--- src/rtl/lutram_fifo_rr_sched_pkg.sv ---
// Shared definitions for the round-robin FIFO drain scheduler.
package lutram_fifo_rr_sched_pkg;

  // Scheduler FSM encodings, kept as plain constants for older tool flows
  localparam logic [0:0] ST_ARB   = 1'b0;
  localparam logic [0:0] ST_BURST = 1'b1;

  // Index width for n items, never less than one bit
  function automatic int log2x(input int n);
    return (n <= 2) ? 1 : $clog2(n);
  endfunction

endpackage

--- src/rtl/lutram_fifo_rr_sched_if.sv ---
// Source-side and consumer-side signals of the FIFO drain scheduler.
interface lutram_fifo_rr_sched_if
  import lutram_fifo_rr_sched_pkg::*;
  #(
    parameter int NSRC   = 4,
    parameter int DWIDTH = 32
  );

  localparam int SW = log2x(NSRC);

  logic [NSRC-1:0]   src_empty;
  logic [NSRC-1:0]   src_re;
  logic [DWIDTH-1:0] src_dout [0:NSRC-1];
  logic              out_valid;
  logic              out_ready;
  logic [DWIDTH-1:0] out_data;
  logic [SW-1:0]     out_src;

  modport master (
    input  src_empty, src_dout, out_ready,
    output src_re, out_valid, out_data, out_src
  );

  modport slave (
    output src_empty, src_dout, out_ready,
    input  src_re, out_valid, out_data, out_src
  );

endinterface

--- src/rtl/lutram_fifo_rr_sched_obuf.sv ---
// Two-entry output queue holding a data word and its source index.
module lutram_fifo_rr_sched_obuf #(
  parameter int DWIDTH = 32,
  parameter int SW     = 2
) (
  input  logic              clk,
  input  logic              rst,
  input  logic              i_wrEn,
  input  logic [DWIDTH-1:0] i_wrData,
  input  logic [SW-1:0]     i_wrSrc,
  input  logic              i_ready,
  output logic              o_valid,
  output logic [DWIDTH-1:0] o_data,
  output logic [SW-1:0]     o_src,
  output logic [1:0]        o_count
);

  logic [DWIDTH-1:0] r_data [0:1];
  logic [SW-1:0]     r_src  [0:1];
  logic [1:0]        r_count;
  logic              w_rdEn;

  assign o_valid = (r_count != 2'd0);
  assign o_data  = r_data[0];
  assign o_src   = r_src[0];
  assign o_count = r_count;
  assign w_rdEn  = o_valid && i_ready;

  // Entry 0 is always the head; a read shifts entry 1 down, a write lands behind the last valid entry
  always_ff @(posedge clk) begin
    if (rst) begin
      r_count   <= 2'd0;
      r_data[0] <= '0;
      r_data[1] <= '0;
      r_src[0]  <= '0;
      r_src[1]  <= '0;
    end else begin
      case ({i_wrEn, w_rdEn})
        2'b01: begin
          r_data[0] <= r_data[1];
          r_src[0]  <= r_src[1];
          r_count   <= r_count - 2'd1;
        end
        2'b10: begin
          if (r_count == 2'd0) begin
            r_data[0] <= i_wrData;
            r_src[0]  <= i_wrSrc;
          end else begin
            r_data[1] <= i_wrData;
            r_src[1]  <= i_wrSrc;
          end
          r_count <= r_count + 2'd1;
        end
        2'b11: begin
          if (r_count == 2'd1) begin
            r_data[0] <= i_wrData;
            r_src[0]  <= i_wrSrc;
          end else begin
            r_data[0] <= r_data[1];
            r_src[0]  <= r_src[1];
            r_data[1] <= i_wrData;
            r_src[1]  <= i_wrSrc;
          end
        end
        default: begin
        end
      endcase
    end
  end

  // A write into a full queue without a simultaneous read would lose a word
  obufNoOverflow: assert property (@(posedge clk) disable iff (rst)
    !(i_wrEn && !w_rdEn && (r_count == 2'd2)));

endmodule

--- src/rtl/lutram_fifo_rr_sched.sv ---
// Round-robin drain of NSRC synchronous FIFOs into one consumer, with
// per-grant bursts of up to QUANTUM pops and a credit-guarded output queue.
module lutram_fifo_rr_sched
  import lutram_fifo_rr_sched_pkg::*;
  #(
    parameter int NSRC    = 4,
    parameter int DWIDTH  = 32,
    parameter int RDLAT   = 1,
    parameter int QUANTUM = 4
  ) (
    input logic clk,
    input logic rst,
    lutram_fifo_rr_sched_if.master io_sched
  );

  localparam int SW = log2x(NSRC);
  localparam int CW = log2x(QUANTUM);
  localparam logic [CW-1:0] CNT_LAST = CW'(QUANTUM - 1);

  logic [0:0]        r_state;
  logic [SW-1:0]     r_sel;
  logic [SW-1:0]     r_rrPtr;
  logic [CW-1:0]     r_cnt;
  logic              r_inFlight;
  logic [SW-1:0]     r_flightSrc;

  logic              w_found;
  logic [SW-1:0]     w_winner;
  logic              w_outValid;
  logic [1:0]        w_bufCount;
  logic              w_deq;
  logic [2:0]        w_occ;
  logic              w_creditOk;
  logic              w_pop;
  logic              w_capEn;
  logic [SW-1:0]     w_capSrc;
  logic [DWIDTH-1:0] w_capData;

  // First non-empty source after ptr, wrapping; iterating downward leaves the nearest one
  function automatic logic [SW:0] rrPick(input logic [NSRC-1:0] empty, input logic [SW-1:0] ptr);
    logic [SW-1:0] idx;
    rrPick = '0;
    for (int k = NSRC; k >= 1; k--) begin
      idx = ptr + SW'(k);
      if (!empty[idx]) rrPick = {1'b1, idx};
    end
  endfunction

  // Arbitration candidate, only acted on in the ARB state
  always_comb begin
    {w_found, w_winner} = rrPick(io_sched.src_empty, r_rrPtr);
  end

  // Words already committed (queued or still coming back) must leave room for one more
  assign w_deq      = w_outValid && io_sched.out_ready;
  assign w_occ      = {1'b0, w_bufCount} + {2'b00, r_inFlight};
  assign w_creditOk = (w_occ - {2'b00, w_deq}) < 3'd2;
  assign w_pop      = !rst && (r_state == ST_BURST) && !io_sched.src_empty[r_sel] && w_creditOk;

  // One-hot read enable towards the granted source
  always_comb begin
    io_sched.src_re = '0;
    if (w_pop) io_sched.src_re[r_sel] = 1'b1;
  end

  // Grant selection and burst accounting
  always_ff @(posedge clk) begin
    if (rst) begin
      r_state <= ST_ARB;
      r_sel   <= '0;
      r_rrPtr <= SW'(NSRC - 1);
      r_cnt   <= '0;
    end else begin
      case (r_state)
        ST_ARB: begin
          if (w_found) begin
            r_sel   <= w_winner;
            r_cnt   <= '0;
            r_state <= ST_BURST;
          end
        end
        default: begin
          if (io_sched.src_empty[r_sel]) begin
            r_rrPtr <= r_sel;
            r_state <= ST_ARB;
          end else if (w_pop) begin
            if (r_cnt == CNT_LAST) begin
              r_rrPtr <= r_sel;
              r_state <= ST_ARB;
            end else begin
              r_cnt <= r_cnt + 1'b1;
            end
          end
        end
      endcase
    end
  end

  // Remember a pop whose data only appears on the next cycle
  always_ff @(posedge clk) begin
    if (rst) begin
      r_inFlight  <= 1'b0;
      r_flightSrc <= '0;
    end else begin
      r_inFlight  <= (RDLAT == 1) && w_pop;
      r_flightSrc <= r_sel;
    end
  end

  // Route the returning word into the output queue at the right time
  always_comb begin
    if (RDLAT == 0) begin
      w_capEn  = w_pop;
      w_capSrc = r_sel;
    end else begin
      w_capEn  = r_inFlight;
      w_capSrc = r_flightSrc;
    end
    w_capData = io_sched.src_dout[w_capSrc];
  end

  lutram_fifo_rr_sched_obuf #(
    .DWIDTH (DWIDTH),
    .SW     (SW)
  ) u_obuf (
    .clk      (clk),
    .rst      (rst),
    .i_wrEn   (w_capEn),
    .i_wrData (w_capData),
    .i_wrSrc  (w_capSrc),
    .i_ready  (io_sched.out_ready),
    .o_valid  (w_outValid),
    .o_data   (io_sched.out_data),
    .o_src    (io_sched.out_src),
    .o_count  (w_bufCount)
  );

  assign io_sched.out_valid = w_outValid;

  srcReOneHot: assert property (@(posedge clk) disable iff (rst) $onehot0(io_sched.src_re));
  srcReNotEmpty: assert property (@(posedge clk) disable iff (rst)
    (io_sched.src_re & io_sched.src_empty) == '0);

endmodule

--- src/flat_wrapper.sv ---
// flat-port wrapper written by rule: the top's interface ports become plain ports
module lutram_fifo_rr_sched_flat import lutram_fifo_rr_sched_pkg::*;
#(
    parameter int NSRC    = 4,
    parameter int DWIDTH  = 32,
    parameter int RDLAT   = 1,
    parameter int QUANTUM = 4
  )
  (clk, rst, io_sched_src_empty, io_sched_src_dout, io_sched_out_ready, io_sched_src_re, io_sched_out_valid, io_sched_out_data, io_sched_out_src);
  lutram_fifo_rr_sched_if #(.NSRC(NSRC), .DWIDTH(DWIDTH)) io_sched_i ();
  input logic clk;
  input logic rst;
  input wire logic [$bits(io_sched_i.src_empty)-1:0] io_sched_src_empty;
  input wire logic [$bits(io_sched_i.src_dout)-1:0] io_sched_src_dout;
  input wire logic [$bits(io_sched_i.out_ready)-1:0] io_sched_out_ready;
  output wire logic [$bits(io_sched_i.src_re)-1:0] io_sched_src_re;
  output wire logic [$bits(io_sched_i.out_valid)-1:0] io_sched_out_valid;
  output wire logic [$bits(io_sched_i.out_data)-1:0] io_sched_out_data;
  output wire logic [$bits(io_sched_i.out_src)-1:0] io_sched_out_src;
  assign io_sched_i.src_empty = io_sched_src_empty;
  assign io_sched_i.src_dout = {>>{io_sched_src_dout}};
  assign io_sched_i.out_ready = io_sched_out_ready;
  assign io_sched_src_re = io_sched_i.src_re;
  assign io_sched_out_valid = io_sched_i.out_valid;
  assign io_sched_out_data = io_sched_i.out_data;
  assign io_sched_out_src = io_sched_i.out_src;
  lutram_fifo_rr_sched #(.NSRC(NSRC), .DWIDTH(DWIDTH), .RDLAT(RDLAT), .QUANTUM(QUANTUM)) u_core (.clk(clk), .rst(rst), .io_sched(io_sched_i));
endmodule
--- config.mk ---
export PLATFORM = sky130hd
export DESIGN_NAME = lutram_fifo_rr_sched_flat
export DESIGN_NICKNAME = d
export VERILOG_FILES = /design/src/rtl/lutram_fifo_rr_sched_pkg.sv /design/src/rtl/lutram_fifo_rr_sched_if.sv /design/src/rtl/lutram_fifo_rr_sched_obuf.sv /design/src/rtl/lutram_fifo_rr_sched.sv /design/src/flat_wrapper.sv
export SDC_FILE = /design/constraint.sdc
export NUM_CORES = 1
export LEC_CHECK = 0
export ABC_AREA = 1
export CAP_MARGIN = 10
export CORE_MARGIN = 2
export CORE_UTILIZATION = 43
export DETAILED_ROUTE_END_ITERATION = 10
export GPL_ROUTABILITY_DRIVEN = 0
export GPL_TIMING_DRIVEN = 0
export PLACE_DENSITY = 0.78
export SLEW_MARGIN = 20
export SYNTH_ARGS = -nofsm -noshare
export SYNTH_HDL_FRONTEND = slang
export SYNTH_SLANG_ARGS = --single-unit
--- constraint.sdc ---
create_clock -name clk -period 3.94 [get_ports clk]
set_input_delay 0.591 -clock clk [delete_from_list [all_inputs] [get_ports clk]]
set_output_delay 0.591 -clock clk [all_outputs]
set_load 0.02 [all_outputs]
# Word-level counts from Yosys, hierarchy flattened
# Memories as Yosys holds them, arrays and structs flattened.
# Index checks and enable logic that the tools add are counted.
[op_classes]
bitwise_logic = 14
n_reduce_logical = 16
mux = 67
eq_ne = 8
n_addsub = 8
magnitude_cmp = 8
[ops]
columns = ["operator", "count"]
rows = [
  ["$mux 32", 8],
  ["$bmux 32 s2", 1],
  ["$mux 1", 32],
  ["$mux 2", 14],
  ["$lt 2x3->1 const B", 5],
  ["$mux 3", 4],
  ["$or 1x1->1", 12],
  ["$bmux 1 s2", 5],
  ["$reduce_bool 2->1", 5],
  ["$add 2x1->2 const B", 3],
  ["$eq 2x2->1 const B", 3],
  ["$ne 2x2->1 const B", 3],
  ["$logic_and 1x1->1", 5],
  ["$add 2x2->2 const B", 2],
  ["$eq 2x1->1 const B", 2],
  ["$mux 4", 1],
  ["$pmux 2 s2", 1],
  ["$reduce_and 4->1", 1],
  ["$add 2x1->3", 1],
  ["$ge 3x3->1 const B", 1],
  ["$lt 3x2->1 const B", 1],
  ["$not 2->3", 1],
  ["$reduce_and 3->1", 1],
  ["$sub 3x1->3", 1],
  ["other kinds (7)", 8],
]
[word_totals]
register_bits = 12
out_inout_bits = 39
input_bits = 135
wordCells = 130
ramBits = 68
mem_count = 2
[mem_list]
columns = ["name", "depth", "width", "rd", "rd_ports_with_merged_regs", "wr", "line", "rtl"]
rows = [
  ["u_core.u_obuf.r_data", 2, 32, 2, 0, 2, "lutram_fifo_rr_sched_obuf.sv:18", "logic [DWIDTH-1:0] r_data [0:1];"],
  ["u_core.u_obuf.r_src", 2, 2, 2, 0, 2, "lutram_fifo_rr_sched_obuf.sv:19", "logic [SW-1:0] r_src [0:1];"],
]

# Logic depth before layout (Yosys ltp)
[depth]
ltp_word = 10
ltp_mapped = 16
mapped_depth_nobuf = 16

# Cells and area by module
# A second synthesis with hierarchy kept.
[unflattened]
hier_cells = 807
area_unflattened_um2 = 5770.5
[modules_own_cells]
columns = ["module", "n_inst", "area_per_inst_um2", "cells_per_inst", "seq_area_each_um2"]
rows = [
  ["lutram_fifo_rr_sched_obuf", 1, 4166.5, 507, 2082.0],
  ["lutram_fifo_rr_sched", 1, 1604.0, 300, 200.2],
]

# Least setup slack after synthesis
# No wires, ideal clock.
[synth_timing]
path_type = "register to register"
start = "register u_core.u_obuf.r_count[1], in the netlist u_core.u_obuf.o_count[1]"
end = "memory u_core.u_obuf.r_data[1][0], in the netlist u_core.u_obuf.r_data[0][32] (enable)"
path_stages_with_launch = 8
path_slack_ps = -39
period_less_slack_ps = 3979
required_time_ps = 3468
t_arrival_ps = 3507
setup_ps = 472
path_cell_list = "dfxtp_1 -> inv_1 -> ha_1 -> inv_2 -> nand2_4 -> ha_1 -> a21oi_1 -> o21ai_0"
[synth_lines]
columns = ["element", "line", "rtl"]
rows = [
  ["start, declared", "lutram_fifo_rr_sched_obuf.sv:20", "logic [1:0] r_count;"],
  ["start signal, assigned", "lutram_fifo_rr_sched_obuf.sv:42", "r_count <= r_count - 2'd1;"],
  ["start signal, assigned", "lutram_fifo_rr_sched_obuf.sv:52", "r_count <= r_count + 2'd1;"],
  ["end, declared", "lutram_fifo_rr_sched_obuf.sv:18", ""],
]

# Worst setup path after layout
[layout_timing]
start = "register u_core.u_obuf.r_count[1], in the netlist u_core.u_obuf.o_count[1]"
end = "output io_sched_src_re[2]"
[layout_between]
elab_chain_cells = 6
word_cells_on_any_way = 7
classes_between = "add/sub: 2; order compare: 1; mux: 1; reduce/logical: 3"
[layout_lines]
columns = ["element", "line", "rtl"]
rows = [
  ["parallel branches: the longest is 2 deep, another holds $add 2x1->3", "-", ""],
  ["$sub 3x1->3 (*)", "lutram_fifo_rr_sched.sv:57", "assign w_creditOk = (w_occ - {2'b00, w_deq}) < 3'd2;"],
  ["$lt 3x2->1 (*)", "lutram_fifo_rr_sched.sv:57", ""],
  ["$logic_and 1x1->1 (*)", "lutram_fifo_rr_sched.sv:58", "assign w_pop = !rst && (r_state == ST_BURST) && !io_sched.src_empty[r_sel] && w_creditOk;"],
  ["$mux 4 (*)", "lutram_fifo_rr_sched.sv:63", "if (w_pop) io_sched.src_re[r_sel] = 1'b1;"],
  ["end, declared", "flat_wrapper.sv:16", "output wire logic [$bits(io_sched_i.src_re)-1:0] io_sched_src_re;"],
]
# Every way passes the cells marked *.

==> out/results.txt <==
The layout cell share with drive strength beyond 1 is 0.117. After floorplanning, the core was divided into 41 placement rows. The worst setup path is launched from a register. The max-slew violation total from the final report was 0.

Measured along the x axis, the die boundary spans 116 µm. Entering global routing, the biggest net connects 20 pins. The tools report the count of non-filler cells in the finished layout as 1087. In this run the static leakage power is 3.21 nW. The flow ran to the end, and the final reports show no timing, DRC or antenna violations. 0 antenna diodes ended up in the layout.

Share of total power in the clock network: 0.189. After layout, the worst setup slack is 0.379 ns. STA puts the critical path data arrival time at 2.97 ns. For the global router's overall resource usage, the log shows 0.249. Critical register-to-register path startpoint: u_core.u_obuf.o_count[1]$_SDFFE_PP0N_. The number of nets produced by synthesis is 865, and the net switching power figure is 0.00167 W.

The clock drives 80 sinks. The worst register-to-register path ends at u_core.r_cnt[0]$_SDFFE_PP0P_. The clock tree root buffer cell was sky130_fd_sc_hd__clkbuf_16. From synthesis to final layout, the design area changed by 41.5%. After synthesis, the largest family of logic cells by area is simple AND/OR/NAND/NOR gates. The tools report the die outline area as 13600 µm². Setup violations remaining at the end of the flow were counted as 0. The final layout contains 1050 nets.

The top cell types in the final layout, fill and taps aside, are 248 x sky130_fd_sc_hd__nand2_1, 168 x sky130_fd_sc_hd__clkdlybuf4s50_1, 75 x sky130_fd_sc_hd__nand3_1. In this run, synthesis inferred 68 flip-flops with an integrated enable. The floorplan step set the die height to 116 µm. The number of cells on the worst reg-to-reg path is 13.

In this run the most critical hold path is launched from u_core.r_cnt[1]$_SDFFE_PP0P_. No sink is reached through more buffers than the 2 on the longest clock path. Counting flops and latches in the post-synthesis netlist gives 80. The run gives 12500 µm² as the core outline area. After routing the design area is 7700 µm². The switching share of power came out at 0.403.

For this block, the via count after detailed routing is 5643. The fraction of registers with async set or reset after synthesis came out at 0. Area share of fa/ha/maj cells after synthesis: 0.0129. The worst stage delay on the critical path was 0.50 ns; the data required time of the critical path was 3.35 ns. Most used flip-flop cell after synthesis: sky130_fd_sc_hd__edfxtp_1. Clock tree synthesis inserted a total of 9 buffers. The reg2reg setup slack is 1.31 ns.

For the final database, setup skew stands at 0.00711 ns. The path with the worst hold slack has its endpoint at u_core.r_cnt[1]$_SDFFE_PP0P_. The fraction of the mapped netlist area in simple logic gates is 0.293, and the post-synthesis compound-gate area fraction is 0.154. The proportion of synthesized area in mux cells was 0.

After detailed routing, the number of vias per cell comes to 5.19. The tool flagged a number of max-cap violations equal to 0. TritonCTS built the clock tree. The first TritonRoute pass finished after 5 iterations. The logs give 281 MHz for the upper clock frequency limit and 4 for the number of instances resized during post-cts repair. The tools report the relative slew slack as 0.553. Initial core utilization: 0.437. The standard cell with the maximum stage delay on the critical path is sky130_fd_sc_hd__fa_1. Leaving out fill and tap cells, the most frequent cell in the layout is sky130_fd_sc_hd__nand2_1.

At the pin with the least slew margin, the transition time is 0.668 ns. The tools report the worst setup slack after placement as -0.0288 ns. The routed design has 17000 µm of wire. The post-route clock period utilization works out to 0.904. Power spread over the standard cell area amounts to 539 nW/µm². The tools report the remaining global-route overflow as 0. Instance area at placement: 7450 µm². The Yosys step of the flow raised 0 warnings. The kind of path behind the tightest hold check was reg -> reg.

The detailed router finished its first iteration with 248 violations. The number of instances in the placed design came out at 1071. For the worst ir drop on vdd, the log shows 0.000256 V. The run gives 31 as the unique cell type count in the Yosys netlist. The setup path with the least slack is of type reg -> out. After technology mapping, the gate count stands at 725.

The run gives 12200 µm as the placed wire-length estimate after detailed placement. The count of buffers added on input and output ports is 172. The number of antenna violations at the first check in global routing was 0.

The average cell area after synthesis came out at 7.51 µm². The worst setup path is captured at an output pin. After clock tree synthesis, the clock-pin slew on the worst setup and hold paths is 0.06 ns. Counting I/O delays and the setup requirement, the final critical path takes 3.56 ns. The tools report the H-tree depth reported by CTS as 3. For this run, design rule violations remaining after detail routing come to 0.

The logs give 0.419 for the share of the yosys chip area belonging to registers and 0 for the number of setup buffers added after CTS. The layout has 1123 filler cells. Number of hold-slack violations in the final timing report: 0. Setup repair after global routing left no endpoint under its margin. In this run the worst path has a maximum fanout of 5. The share of the synthesized netlist area taken by xor and xnor gates came out at 0.00322.

The utilization after layout is 0.618, and the source-to-sink clock delay at the later pin of the worst-skew pair is 0.34 ns. The count of nets left with antenna violations once routing finished came out at 0. The cell count of the worst hold path works out to 2. For this design, the CTS-stage hold fixing added 0 buffers.

The signal on the critical path passes through inv_1, ha_1, inv_2, nand2_4, ha_1, nor2_1, inv_1, fa_1, nand3_1, nor2_1, nand2_1, nor3_1, clkbuf_2. In the final routed layout, each cell accounts on average for 15.7 µm. The internal portion of the total power is 0.00248 W. The fraction of power consumed by sequential logic is 0.316. The first-pass GRT wire length was 26100 µm. During I/O placement, the number of pins put on the boundary was 174. Post-synthesis cell area: 5440 µm².

The logic gate share of total power was 0.495. Number of global-route vias before repair: 5417.
## final cells by class
cell class,count,area (µm²),area share
multi-input combinational,538,2530,0.329
sequential,80,2280,0.296
timing repair buffer,174,1760,0.228
buffer,80,539,0.0700
clock buffer,9,225,0.0292
tap,172,215,0.0279
inverter,27,101,0.0132
clock inverter,7,47.5,0.00617
## power by group through the flow
stage	registers [W]	logic (W)	clock network [W]
after floorplan	0.00130	0.00130	0
after detailed placement	0.00132	0.00204	0
after global routing	0.00133	0.00225	0.000824
final	0.00131	0.00205	0.000784
after CTS	0.00131	0.00206	0.000787
after global placement	0.00133	0.00198	0
## sequential cells by signal, indices dropped and copies added (netlist names), 2 cells and up
| signal | flops |
|---|---|
| u_core.r_sel | 2 |
| u_core.r_cnt | 2 |
| u_core.u_obuf.o_count | 2 |
| u_core.u_obuf.r_src | 4 |
| u_core.r_flightSrc | 2 |
| u_core.r_rrPtr | 2 |
| u_core.u_obuf.r_data | 64 |
## worst max-delay path by stage
stage / startpoint / end / slack [ns] / depth (start not counted)
CTS: u_core.u_obuf.o_count[1]$_SDFFE_PP0N_ / io_sched_src_re[1] / 0.22 / 13
finish: u_core.u_obuf.o_count[1]$_SDFFE_PP0N_ / io_sched_src_re[2] / 0.38 / 13
floorplan: u_core.u_obuf.o_count[1]$_SDFFE_PP0N_ / io_sched_src_re[0] / 0.70 / 12
global placement: io_sched_out_ready / u_core.u_obuf.r_data[0][46]$_DFFE_PP_ / -0.43 / 5
global route: u_core.u_obuf.o_count[1]$_SDFFE_PP0N_ / io_sched_src_re[2] / 0.1 / 13
detailed placement: io_sched_out_ready / io_sched_src_re[1] / -0.03 / 11
## synthesized netlist by cell type (2+ instances only)
cell type | number | area, µm²
sky130_fd_sc_hd__inv_2 | 6 | 22.5
sky130_fd_sc_hd__edfxtp_1 | 68 | 2040
sky130_fd_sc_hd__nor2_4 | 2 | 22.5
sky130_fd_sc_hd__o21ai_1 | 33 | 165
sky130_fd_sc_hd__nand3b_1 | 2 | 15.0
sky130_fd_sc_hd__buf_2 | 19 | 95.1
sky130_fd_sc_hd__nand2_2 | 2 | 12.5
sky130_fd_sc_hd__nor2_1 | 45 | 169
sky130_fd_sc_hd__o211ai_1 | 32 | 240
sky130_fd_sc_hd__clkbuf_1 | 13 | 48.8
sky130_fd_sc_hd__nor3_1 | 4 | 20.0
sky130_fd_sc_hd__a22o_1 | 2 | 17.5
sky130_fd_sc_hd__ha_1 | 4 | 50.1
sky130_fd_sc_hd__a21oi_1 | 38 | 190
sky130_fd_sc_hd__nand3_1 | 76 | 380
sky130_fd_sc_hd__nor2_2 | 2 | 12.5
sky130_fd_sc_hd__dfxtp_1 | 12 | 240
sky130_fd_sc_hd__buf_6 | 10 | 113
sky130_fd_sc_hd__o21ai_0 | 40 | 200
sky130_fd_sc_hd__nand2_1 | 248 | 931
sky130_fd_sc_hd__buf_4 | 37 | 278
sky130_fd_sc_hd__inv_1 | 21 | 78.8
## through the flow
stage	total power (W)	hold WS (ns)	setup TNS (ns)
CTS	0.00415	0.497	0
global placement	0.00331	0.486	-14.73
floorplan	0.00259	0.470	0
finish	0.00415	0.494	0
detailed placement	0.00336	0.487	-0.104
global route	0.00441	0.504	0
## layer usage
metal	vias to the layer above	part of all wire	track usage	wire length, µm
met4	0	0.019	0.0762	317
met1	2557	0.42	0.315	7100
li1	2800	-	-	-
met5	-	0	0	0
met2	258	0.49	0.432	8270
met3	28	0.079	0.0503	1360
## worst max-delay path: cells and delay by family, from the launching register on
| family | cells | cell delay, ns |
|---|---|---|
| fa+ha+maj | 3 | 1.05 |
| flops | 1 | 0.38 |
| simple gates | 6 | 0.75 |
| buf+inv | 4 | 0.46 |
## logic make-up after synthesis
logic type      count (synthesis)
buf+inv                       107
xor+xnor                        2
fa+ha+maj                       5
simple gates                  383
flops                          80
compound gates                148
Power figures use the tool's default switching activity.
